[config.mk]
export PLATFORM = sky130hd
export DESIGN_NAME = pad_word_serdes
export DESIGN_NICKNAME = d
export VERILOG_FILES = /design/src/rtl/pad_word_serdes.sv
export SDC_FILE = /design/constraint.sdc
export NUM_CORES = 1
export LEC_CHECK = 0
export ABC_AREA = 1
export CAP_MARGIN = 20
export CELL_PAD_IN_SITES_DETAIL_PLACEMENT = 0
export CELL_PAD_IN_SITES_GLOBAL_PLACEMENT = 1
export CORE_MARGIN = 5
export CORE_UTILIZATION = 37
export DETAILED_ROUTE_END_ITERATION = 7
export GPL_TIMING_DRIVEN = 0
export HOLD_SLACK_MARGIN = 0.15
export PLACE_DENSITY = 0.94
export SYNTH_ARGS = -nofsm -noshare
export SYNTH_HDL_FRONTEND = slang
export SYNTH_SLANG_ARGS = --single-unit
[constraint.sdc]
create_clock -name clk -period 3.5 [get_ports clk]
set_input_delay 0.525 -clock clk [delete_from_list [all_inputs] [get_ports clk]]
set_output_delay 0.525 -clock clk [all_outputs]
set_load 0.03 [all_outputs]
[src/rtl/pad_word_serdes.sv]
// Pin-reducing pad I/O stage: PAD_W-bit beats <-> DATA_W-bit core words, LSB beat first.
// Optional PAD_LOOPBACK_EN macro adds an lpbk port routing pad_out back into the capture register.
module pad_word_serdes #(
  parameter int DATA_W = 16,
  parameter int PAD_W  = 4
) (
  input  logic              clk,
  input  logic              rst,
  input  logic [PAD_W-1:0]  pad_in_data,
  input  logic              pad_in_valid,
  output logic              pad_in_ready,
  output logic [DATA_W-1:0] core_in_data,
  output logic              core_in_valid,
  input  logic              core_in_ready,
  input  logic [DATA_W-1:0] core_out_data,
  input  logic              core_out_valid,
  output logic              core_out_ready,
  output logic [PAD_W-1:0]  pad_out_data,
  output logic              pad_out_valid,
  output logic              rx_overflow
`ifdef PAD_LOOPBACK_EN
  ,
  input  logic              lpbk
`endif
);

  localparam int BEATS = DATA_W / PAD_W;
  localparam int CNT_W = $clog2(BEATS);
  localparam logic [CNT_W-1:0] CNT_LAST = CNT_W'(BEATS - 1);

  localparam logic [0:0] RX_FILL = 1'b0;
  localparam logic [0:0] RX_HOLD = 1'b1;
  localparam logic [0:0] TX_IDLE = 1'b0;
  localparam logic [0:0] TX_SEND = 1'b1;

  // ---------------- input capture ----------------
  logic [PAD_W-1:0] cap_src_data;
  logic             cap_src_valid;
  logic [PAD_W-1:0] cap_data_q;
  logic             cap_valid_q;
  logic [PAD_W-1:0] pad_out_data_q, pad_out_data_d;
  logic             pad_out_valid_q, pad_out_valid_d;

  always_comb begin
`ifdef PAD_LOOPBACK_EN
    cap_src_data  = lpbk ? pad_out_data_q  : pad_in_data;
    cap_src_valid = lpbk ? pad_out_valid_q : pad_in_valid;
`else
    cap_src_data  = pad_in_data;
    cap_src_valid = pad_in_valid;
`endif
  end

  always_ff @(posedge clk) begin
    if (rst) begin
      cap_data_q  <= '0;
      cap_valid_q <= 1'b0;
    end else begin
      cap_data_q  <= cap_src_data;
      cap_valid_q <= cap_src_valid;
    end
  end

  // ---------------- RX deserialiser ----------------
  logic [0:0]        rx_state_q, rx_state_d;
  logic [CNT_W-1:0]  rx_cnt_q, rx_cnt_d;
  logic [DATA_W-1:0] rx_word_q, rx_word_d;
  logic              rx_ovf_q, rx_ovf_d;
  logic              pad_in_ready_q;
  logic              rx_wr_en;
  logic [CNT_W-1:0]  rx_wr_idx;

  always_comb begin
    rx_state_d = rx_state_q;
    rx_cnt_d   = rx_cnt_q;
    rx_word_d  = rx_word_q;
    rx_ovf_d   = rx_ovf_q;
    rx_wr_en   = 1'b0;
    rx_wr_idx  = rx_cnt_q;
    case (rx_state_q)
      RX_FILL: begin
        if (cap_valid_q) begin
          rx_wr_en = 1'b1;
          if (rx_cnt_q == CNT_LAST) begin
            rx_cnt_d   = '0;
            rx_state_d = RX_HOLD;
          end else begin
            rx_cnt_d = rx_cnt_q + CNT_W'(1);
          end
        end
      end
      RX_HOLD: begin
        // A beat arriving on the hand-off cycle starts the next word instead of being dropped.
        if (core_in_ready) begin
          rx_state_d = RX_FILL;
          if (cap_valid_q) begin
            rx_wr_en  = 1'b1;
            rx_wr_idx = '0;
            rx_cnt_d  = CNT_W'(1);
          end
        end else if (cap_valid_q) begin
          rx_ovf_d = 1'b1;
        end
      end
      default: rx_state_d = RX_FILL;
    endcase
    for (int unsigned b = 0; b < BEATS; b++) begin
      if (rx_wr_en && (rx_wr_idx == CNT_W'(b))) begin
        rx_word_d[b*PAD_W +: PAD_W] = cap_data_q;
      end
    end
  end

  always_ff @(posedge clk) begin
    if (rst) begin
      rx_state_q     <= RX_FILL;
      rx_cnt_q       <= '0;
      rx_word_q      <= '0;
      rx_ovf_q       <= 1'b0;
      pad_in_ready_q <= 1'b0;
    end else begin
      rx_state_q     <= rx_state_d;
      rx_cnt_q       <= rx_cnt_d;
      rx_word_q      <= rx_word_d;
      rx_ovf_q       <= rx_ovf_d;
      pad_in_ready_q <= (rx_state_d == RX_FILL);
    end
  end

  assign pad_in_ready  = pad_in_ready_q;
  assign core_in_data  = rx_word_q;
  assign core_in_valid = (rx_state_q == RX_HOLD) & ~rst;
  assign rx_overflow   = rx_ovf_q;

  // ---------------- TX serialiser ----------------
  logic [0:0]        tx_state_q, tx_state_d;
  logic [CNT_W-1:0]  tx_cnt_q, tx_cnt_d;
  logic [DATA_W-1:0] tx_word_q, tx_word_d;

  always_comb begin
    tx_state_d      = tx_state_q;
    tx_cnt_d        = tx_cnt_q;
    tx_word_d       = tx_word_q;
    pad_out_data_d  = pad_out_data_q;
    pad_out_valid_d = 1'b0;
    case (tx_state_q)
      TX_IDLE: begin
        if (core_out_valid) begin
          tx_word_d  = core_out_data;
          tx_cnt_d   = '0;
          tx_state_d = TX_SEND;
        end
      end
      TX_SEND: begin
        pad_out_valid_d = 1'b1;
        for (int unsigned b = 0; b < BEATS; b++) begin
          if (tx_cnt_q == CNT_W'(b)) begin
            pad_out_data_d = tx_word_q[b*PAD_W +: PAD_W];
          end
        end
        if (tx_cnt_q == CNT_LAST) begin
          tx_cnt_d   = '0;
          tx_state_d = TX_IDLE;
        end else begin
          tx_cnt_d = tx_cnt_q + CNT_W'(1);
        end
      end
      default: tx_state_d = TX_IDLE;
    endcase
  end

  always_ff @(posedge clk) begin
    if (rst) begin
      tx_state_q      <= TX_IDLE;
      tx_cnt_q        <= '0;
      tx_word_q       <= '0;
      pad_out_data_q  <= '0;
      pad_out_valid_q <= 1'b0;
    end else begin
      tx_state_q      <= tx_state_d;
      tx_cnt_q        <= tx_cnt_d;
      tx_word_q       <= tx_word_d;
      pad_out_data_q  <= pad_out_data_d;
      pad_out_valid_q <= pad_out_valid_d;
    end
  end

  assign core_out_ready = (tx_state_q == TX_IDLE) & ~rst;
  assign pad_out_data   = pad_out_data_q;
  assign pad_out_valid  = pad_out_valid_q;

endmodule

Word-level counts from Yosys, hierarchy flattened
Index checks and enable logic that the tools add are counted.
{"block": "word_totals", "regBits": 50, "latch_bits": 0, "ramBits": 0, "romBits": 0, "in_bits": 25, "output_inout_bits": 25, "mem_count": 0}
{"block": "classes", "n_addsub": 2, "multipliers": 0, "div_mod_pow": 0, "magnitude_cmp": 0, "n_eq_ne": 11, "n_shift": 0, "muxes": 26, "bitwise": 7, "reduce_logical": 11}
{"cell": "2-bit two-way mux", "count": 9}
{"cell": "4-bit two-way mux", "count": 4}
{"cell": "2-bit == test, second input constant", "count": 5}
{"cell": "1-bit two-way mux", "count": 8}
{"cell": "2-bit inequality test, second input constant", "count": 4}
{"cell": "2-bit case mux with 2 select lines", "count": 2}
{"cell": "1-bit case mux with 2 select lines", "count": 3}
{"cell": "3-bit AND reduction", "count": 2}
{"cell": "1-bit NOT", "count": 5}
{"cell": "2-bit by 1-bit adder with 2-bit output, second input constant", "count": 2}
{"cell": "2-bit by 1-bit == test with 1-bit output, second input constant", "count": 2}
{"cell": "1-bit logical AND", "count": 4}
{"cell": "2-bit logical NOT", "count": 2}
{"cell": "2-bit AND reduction", "count": 2}
{"cell": "4-bit nonzero test", "count": 1}
{"cell": "1-bit AND", "count": 2}

Longest topological paths before layout
{"block": "logic_depth", "depth_word": 5, "depth_mapped": 8, "ltp_nobuf": 8}

Least setup slack after synthesis
No wires, ideal clock.
{"block": "synth_timing", "path_kind": "input-to-output", "from": "input rst", "to": "output core_in_valid", "arrival_ns": 1.305, "slack_ns": 1.670, "cell_stages": 3, "cell_sequence": "buf_2 -> buf_1 -> nor2_1"}
{"block": "synth_via", "elab_chain_cells": 2}
{"element": "start, declared", "line_no": "8", "rtl": "input logic rst,"}
{"element": "1-bit NOT", "line_no": "132", "rtl": "assign core_in_valid = (rx_state_q == RX_HOLD) & ~rst;"}
{"element": "1-bit AND", "line_no": "132"}
{"element": "end, declared", "line_no": "13", "rtl": "output logic core_in_valid,"}
Every way passes these cells.

Worst setup path in the final report
{"block": "layout_timing", "from": "input rst", "to": "output core_out_ready"}
{"block": "layout_via", "elab_chain_cells": 2}
{"element": "1-bit NOT", "line_no": "188", "rtl": "assign core_out_ready = (tx_state_q == TX_IDLE) & ~rst;"}
{"element": "1-bit AND", "line_no": "188"}
{"element": "end, declared", "line_no": "17", "rtl": "output logic core_out_ready,"}
Every way passes these cells.

==> summary.txt <==
GRT
  • GRT Overall Usage: 12.9%
  • Initial antenna violation count: 0
  • Busiest grt layer: met2
  • Met3 usage: under 10%
  • Total gr overflow: 0
  • M2 GR Usage: 20.1%
  • Largest net degree at the start of global routing: 17
  • Met1 Use GR: 17.2%
  • First-pass GRT wire length: 7580 um
  • Vias in the first global route: roughly 1,700

Worst hold path
  • Hold wc startpoint: tx_word_q[7]$_SDFFE_PP0P_
  • Number of cells on the worst hold path: 2
  • Hold Path End: tx_word_q[7]$_SDFFE_PP0P_
  • Min-Delay Path Class: reg2reg

Synthesis
  • Proportion of synthesized chip area in sequential cells: between 40% and 50%
  • Syn avg cell area: ~7.1 um^2
  • Largest family of logic cells by synthesized area: simple AND/OR/NAND/NOR gates
  • Post-synthesis compound-gate area fraction: about a tenth
  • Synth Area in Simple Gates: between 20 and 30%
  • Post-synth net total: 324
  • Seq cells post-synth: 50
  • Ys Warns: 0
  • Post-synthesis instance total: approximately 300
  • Post-Syn Area: around 0.0021 mm^2
  • Netlist cell types: 22
  • Post-Synth XOR/XNOR Area: 0%
  • Post-synthesis adder-cell area fraction: around 3%
  • Mux share of post-synthesis cell area: 0%

Timing
  • Slew Viols, Final: 0
  • Final TNS setup: 0 ps
  • Post-route clock period utilization: 69.3%
  • Fmax achieved: around 410 MHz
  • Slew @ Worst Pin: roughly 530 ps
  • RSZ-0062 raised after global routing: no
  • Fin crit period: around 2400 ps
  • Final worst slack: 1080 ps
  • Clock Skew: between 8 and 9 ps
  • Rel. slew slack: between 60% and 70%
  • Min Hold Slack: about 460 ps
  • Hold violation count in the final report: 0
  • Setup violators final: 0

Floorplanning
  • Die Wd: approximately 85 um
  • Total core area: 0.00547 mm^2
  • Die Y: ~85 um
  • # rows: 27
  • Initial Utilization: roughly 38%
  • Io pins: 50
  • Die Footprint: roughly 0.0072 mm^2

Clock network
  • Setup Fix Bufs, Post-CTS: 0
  • Root buf cell: clkbuf_8
  • Hold-fix buffers at CTS: 0
  • CTS max path bufs: 2
  • Worst-skew pair later-pin latency: around 300 ps
  • # H-tree levels: 2
  • CTS clk-pin slew, worst paths: around 90 ps
  • Num CTS Buffers: 5
  • Post-CTS resize count: 0
  • Sinks on Clock Net: 50
  • CTS tree: yes

Placed design
  • Gpl congestion: 0.814
  • DP Worst Slack: between 1000 and 1500 ps
  • DP Area: approximately 0.0026 mm^2
  • DP HPWL: roughly 3300 um
  • I/O Buffers: between 40 and 50

Routing
  • Final WL: between 4000 and 5000 um
  • Antenna Nets Post-Route: 0
  • Initial DRT Pass Iterations: 4
  • Initial drt markers: roughly 90
  • WL/cell: about 11 um
  • Vias: 1,834
  • DRC viols: 0
  • Routed vias/inst: approximately 4.3

Pwr
  • Design Power: around 1.2 mW
  • Pleak: ~1.2 nW
  • Clk pwr share: a little under 30%
  • Sw Ratio: about 28%
  • Internal power: a little over 800 uW
  • Pwr dens: about 420 mW/mm^2
  • Worst vdd ir: between 150 and 200 uV
  • Combinational share of power: around 17%
  • Psw: 323 uW
  • Sequential share of power: a little over half

Cells and area
  • Most frequent cells in the layout: 70 x nand2_1, 56 x nor2_1, 50 x dfxtp_1
  • Share of cells above drive strength 1: about 6.6%
  • Ant. Diodes: 0
  • Nets@finish: 379
  • Most common cell after layout, fill and taps aside: nand2_1
  • Design Area, Final: about 0.0027 mm^2
  • Area delta synth->final: 31.8%

Worst setup path
  • Req. time, crit path: roughly 3000 ps
  • Flop-to-flop setup slack: 2010 ps
  • CP endpoint kind: output pin
  • Worst r2r src: tx_cnt_q[0]$_SDFFE_PP0P_
  • Crit path DAT: ~1900 ps
  • Maximum fanout along the worst path: 10
  • Crit path kind: in2out
  • FF-to-FF End: pad_out_data[1]$_SDFFE_PP0P_
  • R2R depth: 8
  • CP Launch Type: primary input

Outcome
  • Outcome: finished, final reports clean

Run
  • Max_cap viols: 0
## metrics by stage
stage | util, % | cells
after floorplan | - | 294
after global placement | 48.4 | 414
after detailed placement | 48.4 | 414
after CTS | 50.0 | 422
after global routing | 50.0 | 422
final | 50.0 | 422
## per-layer routing
| layer | vias to the layer above | wire (um) |
|---|---|---|
| met3 | 7 | 212 |
| met1 | 786 | 2210 |
| met5 | - | 0 |
| met4 | 0 | 55 |
| li1 | 1011 | - |
| met2 | 30 | 1970 |
## worst max-delay path, cell delays in order
cell             delay, ps
buf_2                  190
buf_1                  450
nor2_1                 110
clkdlybuf4s50_1        620
## cells by family (layout without fill, tap and decap cells)
logic type,count (synthesis),count (layout)
buf+inv,50,106
fa+ha+maj,5,5
compound gates,41,41
flops,50,50
simple gates,148,148
## worst max-delay path by stage
stage	from	to	slack (ps)	cells after the start
2_1_floorplan	rst	core_in_valid	1670	3
4_1_cts	rst	core_out_ready	1080	4
3_5_place_dp	rst	core_out_ready	1080	4
6_report	rst	core_out_ready	1080	4
5_1_grt	rst	core_in_valid	970	4
3_3_place_gp	rst	core_out_ready	1050	4
## power by group through the flow
stage	logic, mW	registers [mW]	clock network [mW]
CTS	0.194	0.624	0.349
global placement	0.192	0.637	0
global route	0.217	0.629	0.370
detailed placement	0.193	0.638	0
finish	0.192	0.624	0.336
floorplan	0.0969	0.657	0
## synthesized netlist by cell type, drive strengths merged
| master | instances | share of area (%) |
|---|---|---|
| nand2 | 73 | 14 |
| nor2 | 59 | 11 |
| dfxtp | 50 | 48 |
| inv | 43 | 7.8 |
| a21oi | 21 | 5.1 |
| o21ai | 18 | 4.5 |
| nand3 | 13 | 3.4 |
| buf | 6 | 1.5 |
| ha | 5 | 3.0 |
| nand4 | 2 | 0.60 |
| a211oi | 1 | 0.36 |
| clkbuf | 1 | 0.18 |
| nor3 | 1 | 0.24 |
| o31ai | 1 | 0.36 |
## sequential cells by signal (all words and copies together) (netlist names)
signal         cells
tx_word_q         16
pad_out_data       4
rx_cnt_q           2
cap_data_q         4
rx_overflow        1
pad_in_ready       1
tx_cnt_q           2
tx_state_q         1
cap_valid_q        1
rx_state_q         1
core_in_data      16
pad_out_valid      1
## area by class of cell
| class | count | area, um^2 |
|---|---|---|
| well taps | 72 | 90.1 |
| plain buffers | 7 | 35.0 |
| clock buffers | 5 | 68.8 |
| fillers | 584 | 2740 |
| multi-input cells | 194 | 880 |
| inverters | 43 | 161 |
| repair buffers | 48 | 480 |
| flip-flops and latches | 50 | 1000 |
| clock inverters | 3 | 21.3 |
Note: power is estimated with default switching activity, not from simulation.
